[src/rtl/servo_ramp_scheduler_pkg.sv]
// ---------------------------------------------------------------------------
// servo_ramp_scheduler_pkg
// Shared constants and types for the servo ramp scheduler.
//   ANG_HOME        : angle every servo starts from after reset
//   ANG_MIN/ANG_MAX : accepted-target clamp window. SERVO_SOFT_LIMIT_EN
//                     selects the narrow window (10..170); without it the
//                     full 0..180 range applies.
//   NUM_SERVOS      : number of ramped channels
//   state_e         : scheduler FSM states
//   clamp_ang()     : folds a requested angle into [ANG_MIN, ANG_MAX]
// Build macro: SERVO_SOFT_LIMIT_EN
// ---------------------------------------------------------------------------
package servo_ramp_scheduler_pkg;

  localparam int         NUM_SERVOS   = 4;
  localparam logic [7:0] ANG_HOME     = 8'd90;

  localparam logic [7:0] ANG_MIN_SOFT = 8'd10;
  localparam logic [7:0] ANG_MAX_SOFT = 8'd170;
  localparam logic [7:0] ANG_MIN_FULL = 8'd0;
  localparam logic [7:0] ANG_MAX_FULL = 8'd180;

`ifdef SERVO_SOFT_LIMIT_EN
  localparam logic [7:0] ANG_MIN = ANG_MIN_SOFT;
  localparam logic [7:0] ANG_MAX = ANG_MAX_SOFT;
`else
  localparam logic [7:0] ANG_MIN = ANG_MIN_FULL;
  localparam logic [7:0] ANG_MAX = ANG_MAX_FULL;
`endif

  typedef enum logic [1:0] {
    WAIT   = 2'd0,
    UPDATE = 2'd1,
    CHECK  = 2'd2
  } state_e;

  // Signed int compare keeps the lower bound meaningful even when it is 0.
  function automatic logic [7:0] clamp_ang(input logic [7:0] ang);
    int ang_int;
    ang_int = int'(ang);
    if (ang_int > int'(ANG_MAX)) begin
      return ANG_MAX;
    end else if (ang_int < int'(ANG_MIN)) begin
      return ANG_MIN;
    end else begin
      return ang;
    end
  endfunction

endpackage

[src/rtl/servo_ramp_scheduler_step_calc.sv]
// ---------------------------------------------------------------------------
// servo_step_calc
// Combinational one-step ramp for a single servo: moves cur toward tgt by
// at most STEP_DEG degrees, never past tgt.
//   cur_i   : current commanded angle
//   tgt_i   : target angle
//   nxt_o   : angle after this step
//   moved_o : high when nxt_o differs from cur_i
// ---------------------------------------------------------------------------
module servo_step_calc #(
  parameter int STEP_DEG = 1
) (
  input  logic [7:0] cur_i,
  input  logic [7:0] tgt_i,
  output logic [7:0] nxt_o,
  output logic       moved_o
);

  // Any step wider than the 8-bit range behaves as "jump straight to target".
  localparam int         STEP_SAT = (STEP_DEG > 255) ? 255 : ((STEP_DEG < 0) ? 0 : STEP_DEG);
  localparam logic [7:0] STEP_W   = 8'(STEP_SAT);

  logic [7:0] diff_d;

  // The step is limited to the remaining distance, so the sum stays between
  // cur and tgt and can neither overshoot nor wrap.
  always_comb begin
    diff_d = 8'd0;
    nxt_o  = cur_i;
    if (cur_i < tgt_i) begin
      diff_d = tgt_i - cur_i;
      nxt_o  = cur_i + ((diff_d < STEP_W) ? diff_d : STEP_W);
    end else if (cur_i > tgt_i) begin
      diff_d = cur_i - tgt_i;
      nxt_o  = cur_i - ((diff_d < STEP_W) ? diff_d : STEP_W);
    end
    moved_o = (nxt_o != cur_i);
  end

endmodule

[src/rtl/servo_ramp_scheduler.sv]
// ---------------------------------------------------------------------------
// servo_ramp_scheduler
// Ramps four servo angles toward software-written targets, one bounded step
// per servo every STEP_TICKS clocks.
//   clk, rst            : clock, synchronous active-high reset
//   tgt_valid/tgt_ready : target write handshake (ready low during UPDATE)
//   tgt_idx, tgt_ang    : servo select and requested angle (clamped on write)
//   ang_servo_1..4      : current commanded angles
//   busy                : some servo has not yet reached its target
//   done                : one-cycle pulse when a pass leaves every servo
//                         settled after at least one of them moved
// Parameters: STEP_TICKS (clocks spent in WAIT), STEP_DEG (max step).
// Build macro: SERVO_SOFT_LIMIT_EN narrows the clamp window (see package).
// ---------------------------------------------------------------------------
module servo_ramp_scheduler
  import servo_ramp_scheduler_pkg::*;
#(
  parameter int STEP_TICKS = 50000,
  parameter int STEP_DEG   = 1
) (
  input  logic       clk,
  input  logic       rst,
  input  logic       tgt_valid,
  output logic       tgt_ready,
  input  logic [1:0] tgt_idx,
  input  logic [7:0] tgt_ang,
  output logic [7:0] ang_servo_1,
  output logic [7:0] ang_servo_2,
  output logic [7:0] ang_servo_3,
  output logic [7:0] ang_servo_4,
  output logic       busy,
  output logic       done
);

  localparam int                TICK_W    = (STEP_TICKS > 1) ? $clog2(STEP_TICKS) : 1;
  localparam logic [TICK_W-1:0] TICK_LAST = TICK_W'(STEP_TICKS - 1);
  localparam logic [1:0]        IDX_LAST  = 2'(NUM_SERVOS - 1);

  state_e            state_q;
  logic [TICK_W-1:0] tick_q;
  logic [1:0]        idx_q;
  logic              moved_q;
  logic              done_q;
  logic              ready_q;
  logic [7:0]        cur_q [NUM_SERVOS];
  logic [7:0]        tgt_q [NUM_SERVOS];

  logic [7:0]            step_nxt;
  logic                  step_moved;
  logic [7:0]            tgt_ang_d;
  logic                  accept;
  logic [NUM_SERVOS-1:0] differs;
  logic [NUM_SERVOS-1:0] settled_after;

  servo_step_calc #(
    .STEP_DEG (STEP_DEG)
  ) u_step (
    .cur_i   (cur_q[idx_q]),
    .tgt_i   (tgt_q[idx_q]),
    .nxt_o   (step_nxt),
    .moved_o (step_moved)
  );

  assign tgt_ang_d = clamp_ang(tgt_ang);
  assign accept    = tgt_valid && ready_q;

  // settled_after looks at the servo being stepped this cycle through its
  // post-step value, so the last UPDATE cycle can decide done without an
  // extra compare cycle.
  genvar gi;
  generate
    for (gi = 0; gi < NUM_SERVOS; gi++) begin : g_cmp
      assign differs[gi]       = (cur_q[gi] != tgt_q[gi]);
      assign settled_after[gi] = (idx_q == 2'(gi)) ? (step_nxt == tgt_q[gi])
                                                   : (cur_q[gi] == tgt_q[gi]);
    end
  endgenerate

  assign busy        = |differs;
  assign tgt_ready   = ready_q;
  assign done        = done_q;
  assign ang_servo_1 = cur_q[0];
  assign ang_servo_2 = cur_q[1];
  assign ang_servo_3 = cur_q[2];
  assign ang_servo_4 = cur_q[3];

  always_ff @(posedge clk) begin
    if (rst) begin
      state_q <= WAIT;
      tick_q  <= '0;
      idx_q   <= 2'd0;
      moved_q <= 1'b0;
      done_q  <= 1'b0;
      ready_q <= 1'b1;
      for (int i = 0; i < NUM_SERVOS; i++) begin
        cur_q[i] <= ANG_HOME;
        tgt_q[i] <= ANG_HOME;
      end
    end else begin
      done_q <= 1'b0;

      // ready_q is low throughout UPDATE, so targets are frozen during a pass.
      if (accept) begin
        tgt_q[tgt_idx] <= tgt_ang_d;
      end

      case (state_q)
        WAIT: begin
          if (tick_q == TICK_LAST) begin
            tick_q  <= '0;
            idx_q   <= 2'd0;
            ready_q <= 1'b0;
            state_q <= UPDATE;
          end else begin
            tick_q <= tick_q + 1'b1;
          end
        end

        UPDATE: begin
          cur_q[idx_q] <= step_nxt;
          // First servo of the pass restarts the "something moved" flag.
          moved_q <= (idx_q == 2'd0) ? step_moved : (moved_q | step_moved);
          if (idx_q == IDX_LAST) begin
            done_q  <= (moved_q | step_moved) & (&settled_after);
            ready_q <= 1'b1;
            state_q <= CHECK;
          end else begin
            idx_q <= idx_q + 2'd1;
          end
        end

        CHECK: begin
          state_q <= WAIT;
        end

        default: begin
          state_q <= WAIT;
        end
      endcase
    end
  end

endmodule

[config.mk]
export PLATFORM = sky130hd
export DESIGN_NAME = servo_ramp_scheduler
export DESIGN_NICKNAME = d
export VERILOG_FILES = /design/src/rtl/servo_ramp_scheduler_pkg.sv /design/src/rtl/servo_ramp_scheduler_step_calc.sv /design/src/rtl/servo_ramp_scheduler.sv
export SDC_FILE = /design/constraint.sdc
export NUM_CORES = 1
export LEC_CHECK = 0
export ABC_AREA = 1
export ABC_CLOCK_PERIOD_IN_PS = 5900
export CAP_MARGIN = 10
export CELL_PAD_IN_SITES_DETAIL_PLACEMENT = 2
export CELL_PAD_IN_SITES_GLOBAL_PLACEMENT = 2
export CORE_ASPECT_RATIO = 0.8
export CORE_MARGIN = 4
export CORE_UTILIZATION = 37
export CTS_CLUSTER_SIZE = 25
export DETAILED_ROUTE_END_ITERATION = 10
export DONT_BUFFER_PORTS = 1
export PLACE_DENSITY_LB_ADDON = 0.1
export SYNTH_ARGS = -nofsm -noshare
export SYNTH_HDL_FRONTEND = slang
export SYNTH_SLANG_ARGS = --single-unit
[constraint.sdc]
create_clock -name clk -period 5.9 [get_ports clk]
set_clock_uncertainty 0.2 [all_clocks]
set_input_delay 0.59 -clock clk [delete_from_list [all_inputs] [get_ports clk]]
set_output_delay 0.59 -clock clk [all_outputs]
set_load 0.1 [all_outputs]
==> results of run 1 <==
-- path summary, 6_finish.rpt --
kind / start / slack [ns] / cells after the start / to
worst min-delay path: rst / 0.1 / 1 / tick_q[6]
worst max register to register: register / 0.34 / 31 / done
worst min register to register: tick_q[13] / 0.27 / 2 / tick_q[13]
worst max-delay path: register / 0.34 / 31 / done
-- layout make-up --
cell class	count	area [µm²]	area share (%)
multi-input combinational	808	4420	53.0
sequential	89	2420	29.0
inverter	142	542	6.49
tap	264	330	3.96
timing repair buffer	40	308	3.69
clock buffer	9	225	2.70
clock inverter	7	95.1	1.14
-- worst max-delay path: cells and delay by family, from the launching register on --
| kind | cells | cell delay (ns) |
|---|---|---|
| buffers and inverters | 3 | 0.50 |
| adder cells (fa/ha/maj) | 3 | 1.10 |
| AO/OA/AOI/OAI | 4 | 0.70 |
| flip-flops | 1 | 0.45 |
| AND/OR/NAND/NOR | 20 | 2.35 |
| XOR/XNOR | 1 | 0.17 |
-- power by group through the flow --
stage	Sequential [mW]	Clock (mW)	Combinational, mW
final	0.709	0.647	0.384
after global routing	0.710	0.672	0.419
after CTS	0.708	0.643	0.375
after detailed placement	0.722	0	0.370
after global placement	0.722	0	0.354
after floorplan	0.741	0	0.236
-- routing by layer --
metal | up-vias | share of wire, % | routed length (µm)
li1 | 3517 | - | -
met1 | 3883 | 46 | 15400
met2 | 269 | 43 | 14400
met3 | 65 | 8.1 | 2720
met4 | 0 | 3.0 | 1010
met5 | - | 0 | 0
-- logic make-up (layout without fill, tap and decap cells) --
| logic type | count (synthesis) | in the layout | share of synthesized area, % |
|---|---|---|---|
| XOR/XNOR | 47 | 47 | 5.54 |
| buffers and inverters | 164 | 198 | 9.13 |
| AND/OR/NAND/NOR | 604 | 604 | 36.7 |
| flip-flops | 89 | 89 | 32.6 |
| AO/OA/AOI/OAI | 104 | 104 | 8.93 |
| other | 2 | 14 | 0.101 |
| adder cells (fa/ha/maj) | 39 | 39 | 6.97 |
-- placed cells by master, fill, tap and decap left out, types with 5 or more instances in the layout --
master	netlist	final
a21oi_1	44	44
a32oi_2	2	7
buf_4	1	39
clkbuf_16	0	9
conb_1	2	14
dfxtp_1	25	24
edfxtp_1	64	64
ha_1	35	32
inv_1	132	132
nand2_1	329	329
nand2_2	5	5
nand3_1	85	85
nand3_2	8	8
nand3b_1	11	11
nand4_1	32	32
nor2_1	90	90
nor3_1	14	14
o211ai_1	6	6
o21ai_0	20	17
or2_2	15	15
xnor2_1	28	28
xor2_1	19	19
-- flip-flops by register name, summed over array words and instances, names as in the netlist, named ones only --
| name | flops |
|---|---|
| tick_q | 16 |
| moved_q | 1 |
| tgt_ready | 1 |
| cur_q | 32 |
| tgt_q | 32 |
| state_q | 2 |
| done | 1 |
| idx_q | 2 |
==> results.cfg, run 1 <==
[place]
io_buffers = 0
dp.cells = 1343
place.gp.congestion = 0.918
pre_cts_slack_ns = 0.187
placed_area_um2 = 7960
place_hpwl_um = 26600

[global_route]
antenna_found_initial = 1
grt_pass1_wl_um = 50400
use_met2_pct = 45.6
gr-usage-all-layers_pct = 29.6
grt_max_degree = 29
grt-ovfl-total = 0
gr-max-usage-layer = met2
met3_usage_pct = 7.90
met1_usage_pct = 41.3
grt_pass1_vias = 8113

[clock_tree]
numCtsBuffers = 9
clock_path_buffers = 2
cts_setup_buffers = 0
clk_latency_ns = 0.36
clock-sinks = 89
cts_max_level = 3
cts_hold_buf = 0
cts_resized = 0
clk_pin_slew_ns = 0.08
clockRootBuffer = clkbuf_16
cts_tree = yes

[timing]
maxSlewViolCount = 0
rsz0062_at_grt = false
worst_pin_slew_ns = 1.03
fin_ws_ns = 0.344
max-slew-margin-rel_pct = 31.0
finalHoldWorstSlack_ns = 0.0980
clock.fmax_ghz = 0.180
report.final.setup_viol = 0
fin_tns_setup_ns = 0
fin_crit_sh_pct = 94.2
hold_viol = 0
layout_min_cycle_time_ns = 5.56

[routing]
viasPerCell = 5.69
antenna_left = 0
dr.pass1.iters = 5
initialDrtViolationCount = 694
routedWlPerCell_um = 24.7
drc = 0
routed_wl_um = 33500
vias = 7734

[layout]
n_fill_cell = 2419
utilization_pct = 42.1
drive_gt1_share_pct = 10.5
instances_no_fill = 1359
diodes = 0
nets = 1142
fin_area_um2 = 8340
area.growth.synth_to_final_pct = 12.3

[yosys]
synth_cells = 1049
synth_cell_types = 52
synth-seq-cells = 89
synth-edff-count = 64
synth_area_leaders = edfxtp_1, nand2_1, dfxtp_1
synth.most_common_cell = nand2_1
synthFlopType = edfxtp_1
ys_top_cells_by_count = nand2_1, inv_1, nor2_1
synth_top_area_share_pct = 25.9
synth-seq-area-share_pct = 32.6
yosysWarnings = 0
async_flop_share_pct = 0
syn_avg_cell_area_um2 = 7.08
synth_area_um2 = 7430
synth_top_area_cell = edfxtp_1

[setup_path]
critPathRequiredTime_ns = 5.99
crit_type = reg -> reg
end_kind = register
cpPeakStageDelay_ns = 0.45
worstPathArrival_ns = 5.65
slowest_stage = dfxtp_1
cpMostUsedCell = nand2_1
crit_path_max_fanout = 25
setup.worst_path.start_class = register

[floorplanning]
initial_core_util_pct = 37.5
pin_count = 48
die_h_um = 135
core-area_um2 = 19800
die_area_um2 = 22400
fp-row-count = 46
dieWidth_um = 166

[outcome]
status = completed

[pwr]
p_clk_share_pct = 37.2
p_seq_share_pct = 40.7
comb_power_share_pct = 22.1
switching_share_pct = 34.9
p_switching_mw = 0.607
power_density_nw_per_um2 = 209
ir_drop_uv = 115
leakagePower_nw = 3.75
p_total_mw = 1.74
internal_power_mw = 1.13

[hold_path]
min_path_type = in -> reg

[flow_run]
maxCapViolations = 0
Note: power is estimated with default switching activity, not from simulation.
==> run 2, diff against run 1 <==
ABC_AREA = default   (was 1)
CORE_UTILIZATION = 41   (was 37)
SLEW_MARGIN = 20   (was default)
==> run 2 against run 1 <==
Compared with the run above:
- the flow now finishes with violations (negative setup slack)
- die area down 14%
- critical path depth fell by 8
- worst setup slack lost 0.59 ns
- non-clock buffer count grew 82
- count of clock-buffer cells in the layout did not move
- utilization increased by 9.9 points
- via count shrank 7.3%
- critical path type unchanged
- critical endpoint unchanged
- largest cell class unchanged
==> results.cfg, run 2 <==
[floorplanning]
dieWidth_um = 154
die_h_um = 125
pin_count = 48
initial_core_util_pct = 42.0
fp-row-count = 42
core-area_um2 = 16600
die_area_um2 = 19200

[routing]
drc = 0
vias = 7172
viasPerCell = 6.59
routed_wl_um = 36000
routedWlPerCell_um = 33.1
met3_length_um = 3820
met2_length_um = 16400
top_layer_used = met5
met1_length_um = 14000
antenna_left = 0
dr.pass1.iters = 5
initialDrtViolationCount = 811

[pwr]
leakagePower_nw = 3.32
power_density_nw_per_um2 = 208
ir_drop_uv = 140

[global_route]
grt_max_degree = 25
gr-usage-all-layers_pct = 36.2
grt-ovfl-total = 0
antenna_found_initial = 1
grt_pass1_vias = 7849
grt_pass1_wl_um = 51900

[setup_path]
worstPathArrival_ns = 6.19
crit_type = reg -> reg
crit_path_max_fanout = 5
end_kind = register
setup.worst_path.start_class = register
critPathRequiredTime_ns = 5.95

[clock_tree]
cts_tree = yes
cts_max_level = 3
clock_path_buffers = 2
clk_latency_ns = 0.36
clockRootBuffer = clkbuf_16
numCtsBuffers = 9
clock-sinks = 89
cts_hold_buf = 0
clk_pin_slew_ns = 0.08

[outcome]
violations = negative setup slack
status = finished with violations

[yosys]
synth_top_area_cell = edfxtp_1
synth-seq-cells = 89
async_flop_share_pct = 0
synth_area_um2 = 6980
synth_area_leaders = edfxtp_1, dfxtp_1, ha_1
ys_top_cells_by_count = nand2_1, nor2_1, edfxtp_1
synth_cells = 748
synth-edff-count = 64
syn_avg_cell_area_um2 = 9.33
synth_top_area_share_pct = 27.5
synth-seq-area-share_pct = 34.7
synth_cell_types = 76
yosysWarnings = 0
synthFlopType = edfxtp_1
synth.most_common_cell = nand2_1

[timing]
rsz0062_at_grt = true
fin_tns_setup_ns = -0.273
clock.fmax_ghz = 0.163
layout_min_cycle_time_ns = 6.15
report.final.setup_viol = 2
fin_crit_sh_pct = 104
max-slew-margin-rel_pct = 33.1
fin_ws_ns = -0.248
maxSlewViolCount = 0
hold_viol = 0
worst_pin_slew_ns = 1.00
finalHoldWorstSlack_ns = 0.108

[place]
pre_cts_slack_ns = -0.713
io_buffers = 0
place_hpwl_um = 25400
place.gp.congestion = 0.925

[layout]
diodes = 0
nets = 916
top_regs = cur_q x32, tgt_q x32, tick_q x16
area.growth.synth_to_final_pct = 24.0
final_common_cell = buf_4
drive_gt1_share_pct = 26.4
final_cell_mix = buf_4, nand2_1, nor2_1, edfxtp_1, xor2_1
n_fill_cell = 1723

[hold_path]
min_from = rst
min_path_type = in -> reg

[flow_run]
maxCapViolations = 0
[run 2: changes by cell type in the layout (fill, tap and decap cells not counted), moves of 8 or more]
cell	change
nand4_1	-23
nand3b_1	-11
nand2b_1	+16
or2_2	-8
mux4_2	+16
xor2_1	+27
inv_1	-95
and3_1	+12
nand3_1	-66
xnor2_1	+10
nor2b_1	+13
nand2_1	-250
buf_4	+80
nor2_1	-17
[run 2: area by class of cell]
cell class	count	area [µm²]	share of cell area [%]
Multi-Input combinational cell	602	4590	53.0
Sequential cell	89	2420	28.0
Timing Repair Buffer	122	927	10.7
Tap cell	220	275	3.18
Clock buffer	9	225	2.60
Inverter	40	150	1.74
Clock inverter	7	61.3	0.709
[run 2: metrics by stage]
stage               util (%)  cell area [µm²]  cells  total power, mW
floorplan                  -             7050    760            0.975
global placement        48.2             8010   1061             1.11
detailed placement      48.2             8010   1061             1.14
CTS                     51.2             8500   1083             1.74
global route            52.1             8650   1089             1.84
finish                  52.1             8650   1089             1.80
[run 2: critical path: stages, from the launching register on]
cell and delay, ns:
dfxtp_2 0.35, buf_6 0.14, mux4_2 0.64, buf_6 0.17, fa_2 0.37, nor2b_2 0.16
o21ai_2 0.10, a21boi_2 0.18, o21a_1 0.19, nand2_1 0.11, o21ai_0 0.28, a22o_4 0.18
o2111ai_4 0.16, ha_4 0.22, fa_2 0.42, xnor2_4 0.28, xnor2_2 0.13, o21ai_2 0.16
o2111ai_2 0.12, o311a_1 0.13, or4_4 0.46, a2111oi_4 0.34, nand4_1 0.21, nor4_1 0.34
[run 2: final timing paths]
kind | to | slack [ns] | depth (start not counted)
setup / recovery | done | -0.25 | 23
hold / removal | tick_q[9] | 0.11 | 1
setup reg to reg | done | -0.25 | 23
hold reg to reg | moved_q | 0.31 | 2
[run 2: metal layers]
layer / GRT usage [%] / up-vias
met2: 58.2 / 467
met5: 2.38 / -
met4: 14.7 / 2
li1: - / 2919
met3: 10.2 / 135
met1: 45.6 / 3649
[run 2: cell families (layout without fill, tap and decap cells)]
| group | after synthesis | in the layout | synth area share [%] |
|---|---|---|---|
| muxes | 31 | 31 | 7.80 |
| and+or+nand+nor | 284 | 284 | 20.5 |
| xor gates and xnor gates | 88 | 88 | 11.2 |
| AOI/OAI and AO/OA | 146 | 146 | 14.1 |
| adders and majority gates | 39 | 39 | 7.42 |
| DFF | 89 | 89 | 34.7 |
| buffers and inverters | 69 | 178 | 4.21 |
| other | 2 | 14 | 0.108 |
[run 2: where the power goes]
| part | total, mW | leakage [nW] | switching, mW | internal [mW] |
|---|---|---|---|---|
| Clock | 0.594 | 0.140 | 0.300 | 0.295 |
| Sequential | 0.708 | 0.763 | 0.0237 | 0.684 |
| Combinational | 0.497 | 2.42 | 0.313 | 0.184 |
[run 2: what timing repair did]
| action | CTS | global route |
|---|---|---|
| gates resized for setup | 42 | 28 |
| setup endpoints to repair | 2 | 2 |
| buffers inserted | 6 | 6 |
| pin swaps | 20 | 16 |
